<file path="config.mk">
export PLATFORM = sky130hd
export DESIGN_NAME = tdc_mc
export DESIGN_NICKNAME = d
export VERILOG_FILES = /design/src/rtl/tdc_pkg.sv /design/src/rtl/tdc_chan.sv /design/src/rtl/tdc_mc.sv
export SDC_FILE = /design/constraint.sdc
export NUM_CORES = 1
export LEC_CHECK = 0
export BUFFER_PORTS_ARGS = -buffer_cell sky130_fd_sc_hd__clkbuf_2
export CORE_ASPECT_RATIO = 0.6
export CORE_MARGIN = 5
export CORE_UTILIZATION = 61
export DETAILED_ROUTE_END_ITERATION = 16
export GPL_TIMING_DRIVEN = 0
export PLACE_DENSITY = 0.91
export SYNTH_ARGS = -nofsm -noshare
export SYNTH_HDL_FRONTEND = slang
export SYNTH_HIERARCHICAL = 1
export SYNTH_SLANG_ARGS = --single-unit
</file>
<file path="constraint.sdc">
create_clock -name clk -period 3.31 [get_ports clk]
set_clock_uncertainty 0.2 [all_clocks]
set_input_delay 0 -clock clk [delete_from_list [all_inputs] [get_ports clk]]
set_output_delay 0 -clock clk [all_outputs]
set_load 0.05 [all_outputs]
</file>
<file path="src/rtl/tdc_pkg.sv">
// Shared types and helpers for the multi-channel time-to-digital converter.
package tdc_pkg;

  typedef enum logic [1:0] {
    IDLE = 2'd0,
    MEAS = 2'd1,
    DONE = 2'd2
  } state_t;

  // Saturating add clipped to w bits; bit 32 of the result flags saturation.
  function automatic logic [32:0] sat_add(input logic [31:0] a,
                                          input logic [31:0] b,
                                          input int unsigned w);
    logic [32:0] full;
    logic [32:0] max;
    full = {1'b0, a} + {1'b0, b};
    max  = (33'(1) << w) - 33'(1);
    if (full > max) sat_add = {1'b1, max[31:0]};
    else            sat_add = {1'b0, full[31:0]};
  endfunction

endpackage

</file>
<file path="src/rtl/tdc_chan.sv">
// One TDC channel: synchroniser, edge detector, pulse counter, frame accumulator
// and a valid/ready output stage.
module tdc_chan
  import tdc_pkg::*;
#(
  parameter int unsigned W     = 8,
  parameter int unsigned ACC_W = 12,
  parameter int unsigned LEN_W = 4,
  parameter int unsigned SYNC  = 2
) (
  input  logic             clk,
  input  logic             rst,
  input  logic             in,
  input  logic [LEN_W-1:0] acc_len,
  input  logic             clr,
  output logic [ACC_W-1:0] out,
  output logic             out_valid,
  input  logic             out_ready,
  output logic             ovf,
  output logic             miss
);

  localparam logic [W-1:0] CNT_MAX = '1;

  logic [SYNC-1:0]  sync;
  logic             s;
  logic             s_d;
  state_t           state;
  logic [W-1:0]     cnt;
  logic [ACC_W-1:0] acc;
  logic [LEN_W-1:0] pcnt;
  logic [LEN_W-1:0] len_q;

  logic             rise_c;
  logic [32:0]      sat_res_c;
  logic [ACC_W-1:0] acc_n_c;
  logic             acc_sat_c;
  logic [LEN_W:0]   pcnt_n_c;
  logic             last_c;
  logic [LEN_W-1:0] len_sel_c;

  assign s = sync[SYNC-1];

  // Next accumulator value and frame-completion decode for the MEAS exit.
  always_comb begin
    rise_c    = s & ~s_d;
    sat_res_c = sat_add(32'(acc), 32'(cnt), ACC_W);
    acc_n_c   = ACC_W'(sat_res_c);
    acc_sat_c = sat_res_c[32];
    pcnt_n_c  = {1'b0, pcnt} + (LEN_W+1)'(1);
    last_c    = pcnt_n_c >= {1'b0, len_q};
    len_sel_c = (acc_len == '0) ? LEN_W'(1) : acc_len;
  end

  always_ff @(posedge clk or negedge rst) begin
    if (!rst) begin
      sync      <= '0;
      s_d       <= 1'b0;
      state     <= IDLE;
      cnt       <= '0;
      acc       <= '0;
      pcnt      <= '0;
      len_q     <= LEN_W'(1);
      out       <= '0;
      out_valid <= 1'b0;
      ovf       <= 1'b0;
      miss      <= 1'b0;
    end else begin
      // Synchroniser and edge history keep running through a flush.
      sync <= {sync[SYNC-2:0], in};
      s_d  <= s;
      if (clr) begin
        state     <= IDLE;
        cnt       <= '0;
        acc       <= '0;
        pcnt      <= '0;
        out       <= '0;
        out_valid <= 1'b0;
        ovf       <= 1'b0;
        miss      <= 1'b0;
      end else begin
        case (state)
          IDLE: begin
            if (rise_c) begin
              state <= MEAS;
              cnt   <= W'(1);
              if (pcnt == '0) len_q <= len_sel_c;
            end
          end
          MEAS: begin
            if (s) begin
              if (cnt == CNT_MAX) ovf <= 1'b1;
              else                cnt <= cnt + W'(1);
            end else begin
              acc  <= acc_n_c;
              pcnt <= LEN_W'(pcnt_n_c);
              if (acc_sat_c) ovf <= 1'b1;
              if (last_c) begin
                state     <= DONE;
                out       <= acc_n_c;
                out_valid <= 1'b1;
              end else begin
                state <= IDLE;
              end
            end
          end
          DONE: begin
            // A pulse arriving while the result is unconsumed is dropped.
            if (rise_c) miss <= 1'b1;
            if (out_ready) begin
              state     <= IDLE;
              acc       <= '0;
              pcnt      <= '0;
              ovf       <= 1'b0;
              out_valid <= 1'b0;
            end
          end
          default: state <= IDLE;
        endcase
      end
    end
  end

endmodule

</file>
<file path="src/rtl/tdc_mc.sv">
// Multi-channel TDC top: CH independent channels sharing clock, reset, frame length and flush.
module tdc_mc
  import tdc_pkg::*;
#(
  parameter int unsigned CH    = 4,
  parameter int unsigned W     = 8,
  parameter int unsigned ACC_W = 12,
  parameter int unsigned LEN_W = 4,
  parameter int unsigned SYNC  = 2
) (
  input  logic                clk,
  input  logic                rst,
  input  logic [CH-1:0]       in,
  input  logic [LEN_W-1:0]    acc_len,
  input  logic                clr,
  output logic [CH*ACC_W-1:0] out,
  output logic [CH-1:0]       out_valid,
  input  logic [CH-1:0]       out_ready,
  output logic [CH-1:0]       ovf,
  output logic [CH-1:0]       miss
);

  for (genvar c = 0; c < CH; c++) begin : g_chan
    tdc_chan #(
      .W    (W),
      .ACC_W(ACC_W),
      .LEN_W(LEN_W),
      .SYNC (SYNC)
    ) u_chan (
      .clk      (clk),
      .rst      (rst),
      .in       (in[c]),
      .acc_len  (acc_len),
      .clr      (clr),
      .out      (out[c*ACC_W +: ACC_W]),
      .out_valid(out_valid[c]),
      .out_ready(out_ready[c]),
      .ovf      (ovf[c]),
      .miss     (miss[c])
    );
  end

endmodule

</file>
# Yosys cells after proc, flatten, opt, wreduce, memory -nomap -nowiden
# Cells that the tools add are included.
[word_totals]
ff_bits = 192
out_inout_bits = 60
wordCells = 335
[classes]
n_addsub = 12
order_cmp = 8
n_eq_ne = 48
n_mux = 149
bitwise_logic = 9
n_reduce_logical = 65
[ops]
columns = ["op", "n"]
rows = [
  ["12-bit two-way mux", 28],
  ["33-bit by 12-bit greater-than comparator with 1-bit output (second input constant)", 4],
  ["33-bit two-way mux", 4],
  ["8-bit two-way mux", 16],
  ["12-bit case mux with 2 select lines", 4],
  ["8-bit case mux with 2 select lines", 4],
  ["4-bit AND reduction", 16],
  ["12-bit by 8-bit adder with 13-bit output", 4],
  ["4-bit two-way mux", 13],
  ["1-bit two-way mux", 44],
  ["2-bit two-way mux", 20],
  ["3-bit by 2-bit inequality test with 1-bit output (second input constant)", 12],
  ["3-bit inequality test (second input constant)", 12],
  ["3-bit AND reduction", 12],
  ["8-bit by 1-bit adder with 8-bit output (second input constant)", 4],
  ["8-bit == test (second input constant)", 4],
  ["4-bit case mux with 2 select lines", 4],
  ["2-bit nonzero test", 16],
  ["2-bit case mux with 3 select lines", 4],
  ["3-bit nonzero test", 8],
  ["4-bit by 1-bit adder with 5-bit output (second input constant)", 4],
  ["5-bit by 4-bit greater-or-equal comparator with 1-bit output", 4],
  ["4-bit zero test", 5],
  ["4-bit by 2-bit inequality test with 1-bit output (second input constant)", 4],
  ["other kinds (9)", 41],
]

# Depth between registers and ports, before layout
[logic_depth]
word_depth = 7
depth_mapped = 10
depth_no_buf = 9

# By module
# Netlist, hierarchy kept.
[modules_own_cells]
columns = ["mod", "n_inst", "cells_each", "area_per_inst_um2"]
rows = [
  ["tdc_chan at g_chan[0].u_chan ...", 3, 295, 2748.9],
  ["tdc_chan at g_chan[1].u_chan", 1, 277, 2715.1],
]

# Worst setup path before layout
# OpenSTA, ideal clock, no wires.
[synth_path]
kind = "flip-flop to flip-flop"
from = "reg g_chan[1].u_chan.pcnt[0]"
to = "reg g_chan[1].u_chan.out[8]"
setup_time_ns = 0.095
arrival_time_ns = 2.162
required_ns = 3.015
path_slack_ns = 0.853
stages_incl_launch_ff = 11
n_path_buf = 1
cell_sequence = "dfrtp_1 ha_1 xor2_1 ha_1 a21o_1 a31oi_1 o21ai_0 a21oi_1 clkbuf_1 nand2_1 o31ai_1"
[synth_via]
elab_chain_len = 4
[synth_lines]
columns = ["element", "line", "rtl"]
rows = [
  ["from (decl)", "tdc_chan.sv:31", "logic [LEN_W-1:0] pcnt;"],
  ["from (signal assigned)", "tdc_chan.sv:96", "pcnt <= LEN_W'(pcnt_n_c);"],
  ["4-bit by 1-bit adder with 5-bit output", "tdc_chan.sv:50", "pcnt_n_c = {1'b0, pcnt} + (LEN_W+1)'(1);"],
  ["5-bit by 4-bit greater-or-equal comparator with 1-bit output", "tdc_chan.sv:51", "last_c = pcnt_n_c >= {1'b0, len_q};"],
  ["2-bit nonzero test (no line)", "n/a", ""],
  ["3-bit AND reduction (no line)", "n/a", ""],
  ["to (signal assigned)", "tdc_chan.sv:100", "out <= acc_n_c;"],
  ["to (decl)", "tdc_chan.sv:16", "output logic [ACC_W-1:0] out,"],
]
# Every way passes these cells.
# A chain may end at the register's enable or synchronous reset.

# Worst setup path after layout
# Same ends and word-level chain as after synthesis.

==> impl_results.md <==
* H-tree levels at 4
* Static Leak at about 5.9 nW
* Tcrit/Tclk final at 91.3%
* Clock-pin slew on the worst setup and hold paths at 0.07 ns
* # nets final at 1358
* # DRC at 0
* Antenna violations before repair at 0
* Share of layout cells above drive strength 1 at 16.6%
* Worst r2r src: g_chan[1].u_chan/pcnt[0]$_DFFE_PN0P_
* Synth top area cells: dfrtp_1, ha_1, nand2_1
* Top_reg_cell synth: dfrtp_1
* Final non-filler cell total at around 1.5k
* Pins over their slew limit at 0
* Crit path DAT at roughly 3.1 ns
* Final WL at 26.4 mm
* Number of enable flip-flop cells after synthesis at 0
* Post-Place Cells at 1477
* Congestion Overflow GR at 0
* Min-Delay Path Class: reg2reg
* R2R depth at 10
* WL/cell at about 17 um
* Worst R2R End: g_chan[1].u_chan/out[8]$_DFFE_PN0P_
* Antenna-violating nets left at 0
* Worst-Skew Late Latency at 0.44 ns
* Critical path launch point type: flop
* Clock buffer count from CTS at 17
* Port Buf Inserts at between 70 and 80
* CP Capture Type: flop
* Fmax at 331 MHz
* WP data required at 3.43 ns
* Post-Syn Nets at 1241
* Max Cap Violations at 0
* Global-route wire length before repair at 44.3 mm
* CP startpoint: g_chan[1].u_chan/pcnt[0]$_DFFE_PN0P_
* HPWL Detailed at ~19 mm
* Die W at 183 um
* CTS tree: done
* Relative slew slack at 53.5%
* Final worst setup slack at 0.287 ns
* Netlist Area Pre-Place at 11000 um2
* Worst R2R Setup Slack at 0.29 ns
* Die area at approximately 21000 um2
* GRT Util Overall at 25.9%
* Worst Path Max Fanout at 10
* Top cell type's share of synthesized area at 42.9%
* # setup viols final at 0
* Largest area contributor in the netlist: dfrtp_1
* Num ports at 75
* Util after Layout at 69.7%
* Largest net degree at the start of global routing at 110
* Hold slack at 0.149 ns
* Avg Inst Size Synth at 9.43 um2
* Most frequent cells after synthesis: dfrtp_1, nand2_1, nor2_1
* Syn. warnings at 6
* Number of diodes at 0
* Initial Utilization at about three fifths
* #FFs+latches synth at 192
* Die height at 114 um
* Area of the multi-input gates at 5740 um2
* WS Path Type: reg2reg
* Worst IR Drop VDD at around 0.38 mV
* Most frequent cell after synthesis: dfrtp_1
* Crit path capture: g_chan[1].u_chan/out[8]$_DFFE_PN0P_
* Post-synthesis sequential area ratio at 43.9%
* Async set-reset flop share out of synthesis at 100%
* Starting DRT DRC Count at 1128
* RSZ-0062 raised after global routing: no
* Final hold violations at 0
* RD Place Congestion at 0.903
* Worst-Margin Slew at 0.692 ns
* DR vias at ~9.3k
* Crit path time final at about 3.0 ns
* Register area at 4810 um2
* Unique masters post-synth at 79
* Cells after synthesis at 1162
* Rows at 38
* Clk buf depth at 2
* Fill cells at approximately 1.4k
* Outcome: completed
* Clk Tree Root Cell: clkbuf_16
* Core area at 17900 um2
* Clock Sinks at 192
* Worst slack at placement at 0.394 ns
* P&R area growth vs syn at 13.7%
* Vias in the first global route at 8950
* Power Density at approximately 400 nW/um2
* TritonRoute pass-1 iters at 5
* Via-per-instance ratio at 6.04
## cell type report
cell class	instances	area share, %
Inverter	55	1.66
Clock inverter	13	1.01
Sequential cell	192	38.6
Timing Repair Buffer	98	5.11
Clock buffer	19	3.55
Tap cell	240	2.41
Buffer	37	1.68
Multi-Input combinational cell	878	46.0
## worst max-delay path: stages, from the launching register on
cell and delay [ns]:
dfrtp_1 0.45, ha_1 0.28, xor2_1 0.18, ha_1 0.31, a21o_1 0.16, a31oi_1 0.21, o21ai_0 0.15, a21oi_1 0.32
clkbuf_1 0.43, nand2_1 0.12, o31ai_1 0.10
## where the power goes
group	switching [W]	internal, W	total [W]
registers	0.0000507	0.00243	0.00248
clock network	0.000942	0.00107	0.00202
logic	0.000334	0.000166	0.000500
## what timing repair did
action,in CTS,in global routing
setup buffers,0,0
resized for setup,0,0
hold buffers,23,0
endpoints found under the hold margin,127,0
## how the worst min path moves through the flow
stage	from	to	slack (ns)	cells past startpoint
6_report	g_chan[1].u_chan/sync[0]$_DFF_PN0_	g_chan[1].u_chan/sync[1]$_DFF_PN0_	0.15	0
5_1_grt	g_chan[1].u_chan/sync[0]$_DFF_PN0_	g_chan[1].u_chan/sync[1]$_DFF_PN0_	0.16	0
4_1_cts	g_chan[1].u_chan/sync[0]$_DFF_PN0_	g_chan[1].u_chan/sync[1]$_DFF_PN0_	0.15	0
3_5_place_dp	rst	g_chan[0].u_chan/out[4]$_DFFE_PN0P_	-0.11	1
3_3_place_gp	in[1]	g_chan[1].u_chan/sync[0]$_DFF_PN0_	-0.09	1
2_1_floorplan	rst	g_chan[0].u_chan/acc[0]$_DFFE_PN0P_	-0.50	0
## placed cells by master, fill, tap and decap left out, drive strengths merged, types with 5 or more instances in the layout
cell	synthesis	routed
buf	25	26
nor2b	14	14
nand2	140	140
nor2	117	117
a21oi	47	47
o21ai	130	130
o31ai	19	19
or2	5	5
nor4	7	7
dlygate4sd3	0	23
a211oi	13	13
xor2	12	12
mux2	7	7
ha	60	60
and3	18	18
nor3b	14	14
nand2b	21	21
or3	8	8
inv	55	61
a31oi	20	20
nand3	44	44
a22o	25	25
nor3	16	16
o21ba	6	6
o21a	17	17
dfrtp	188	188
and2	5	5
clkbuf	12	105
xnor2	18	18
a21o	22	22
a211o	5	5
## registers in the layout (all words and copies together), names as in the netlist
| signal | cells |
|---|---|
| g_chan.u_chan/out | 48 |
| g_chan.u_chan/ovf | 4 |
| g_chan.u_chan/pcnt | 16 |
| g_chan.u_chan/miss | 4 |
| g_chan.u_chan/s_d | 4 |
| g_chan.u_chan/acc | 48 |
| g_chan.u_chan/sync | 8 |
| g_chan.u_chan/cnt | 32 |
| g_chan.u_chan/out_valid | 4 |
| g_chan.u_chan/len_q | 16 |
| g_chan.u_chan/state | 8 |
## stage by stage
stage	setup TNS, ns	power [W]	instance area [um2]
final	0	0.00500	12500
after global routing	0	0.00521	12500
after CTS	0	0.00504	12500
after detailed placement	0	0.00300	11700
after global placement	-284.95	0.00296	11600
after floorplan	0	0.00282	11000
## per-layer routing
| layer | share of wire [%] | GRT usage [%] | vias to the layer above |
|---|---|---|---|
| met2 | 45 | 40.1 | 351 |
| met5 | 0 | 0 | - |
| met3 | 7.5 | 5.64 | 31 |
| met4 | 1.1 | 6.35 | 0 |
| li1 | - | - | 4402 |
| met1 | 46 | 37.5 | 4475 |
## cells by family after synthesis
group	synth area share [%]
AO/OA/AOI/OAI	21.4
XOR/XNOR	2.40
adder cells (fa/ha/maj)	7.58
buffers and inverters	3.79
flip-flops	43.9
multiplexers	0.902
AND/OR/NAND/NOR	20.0
Note: power is estimated with default switching activity, not from simulation.
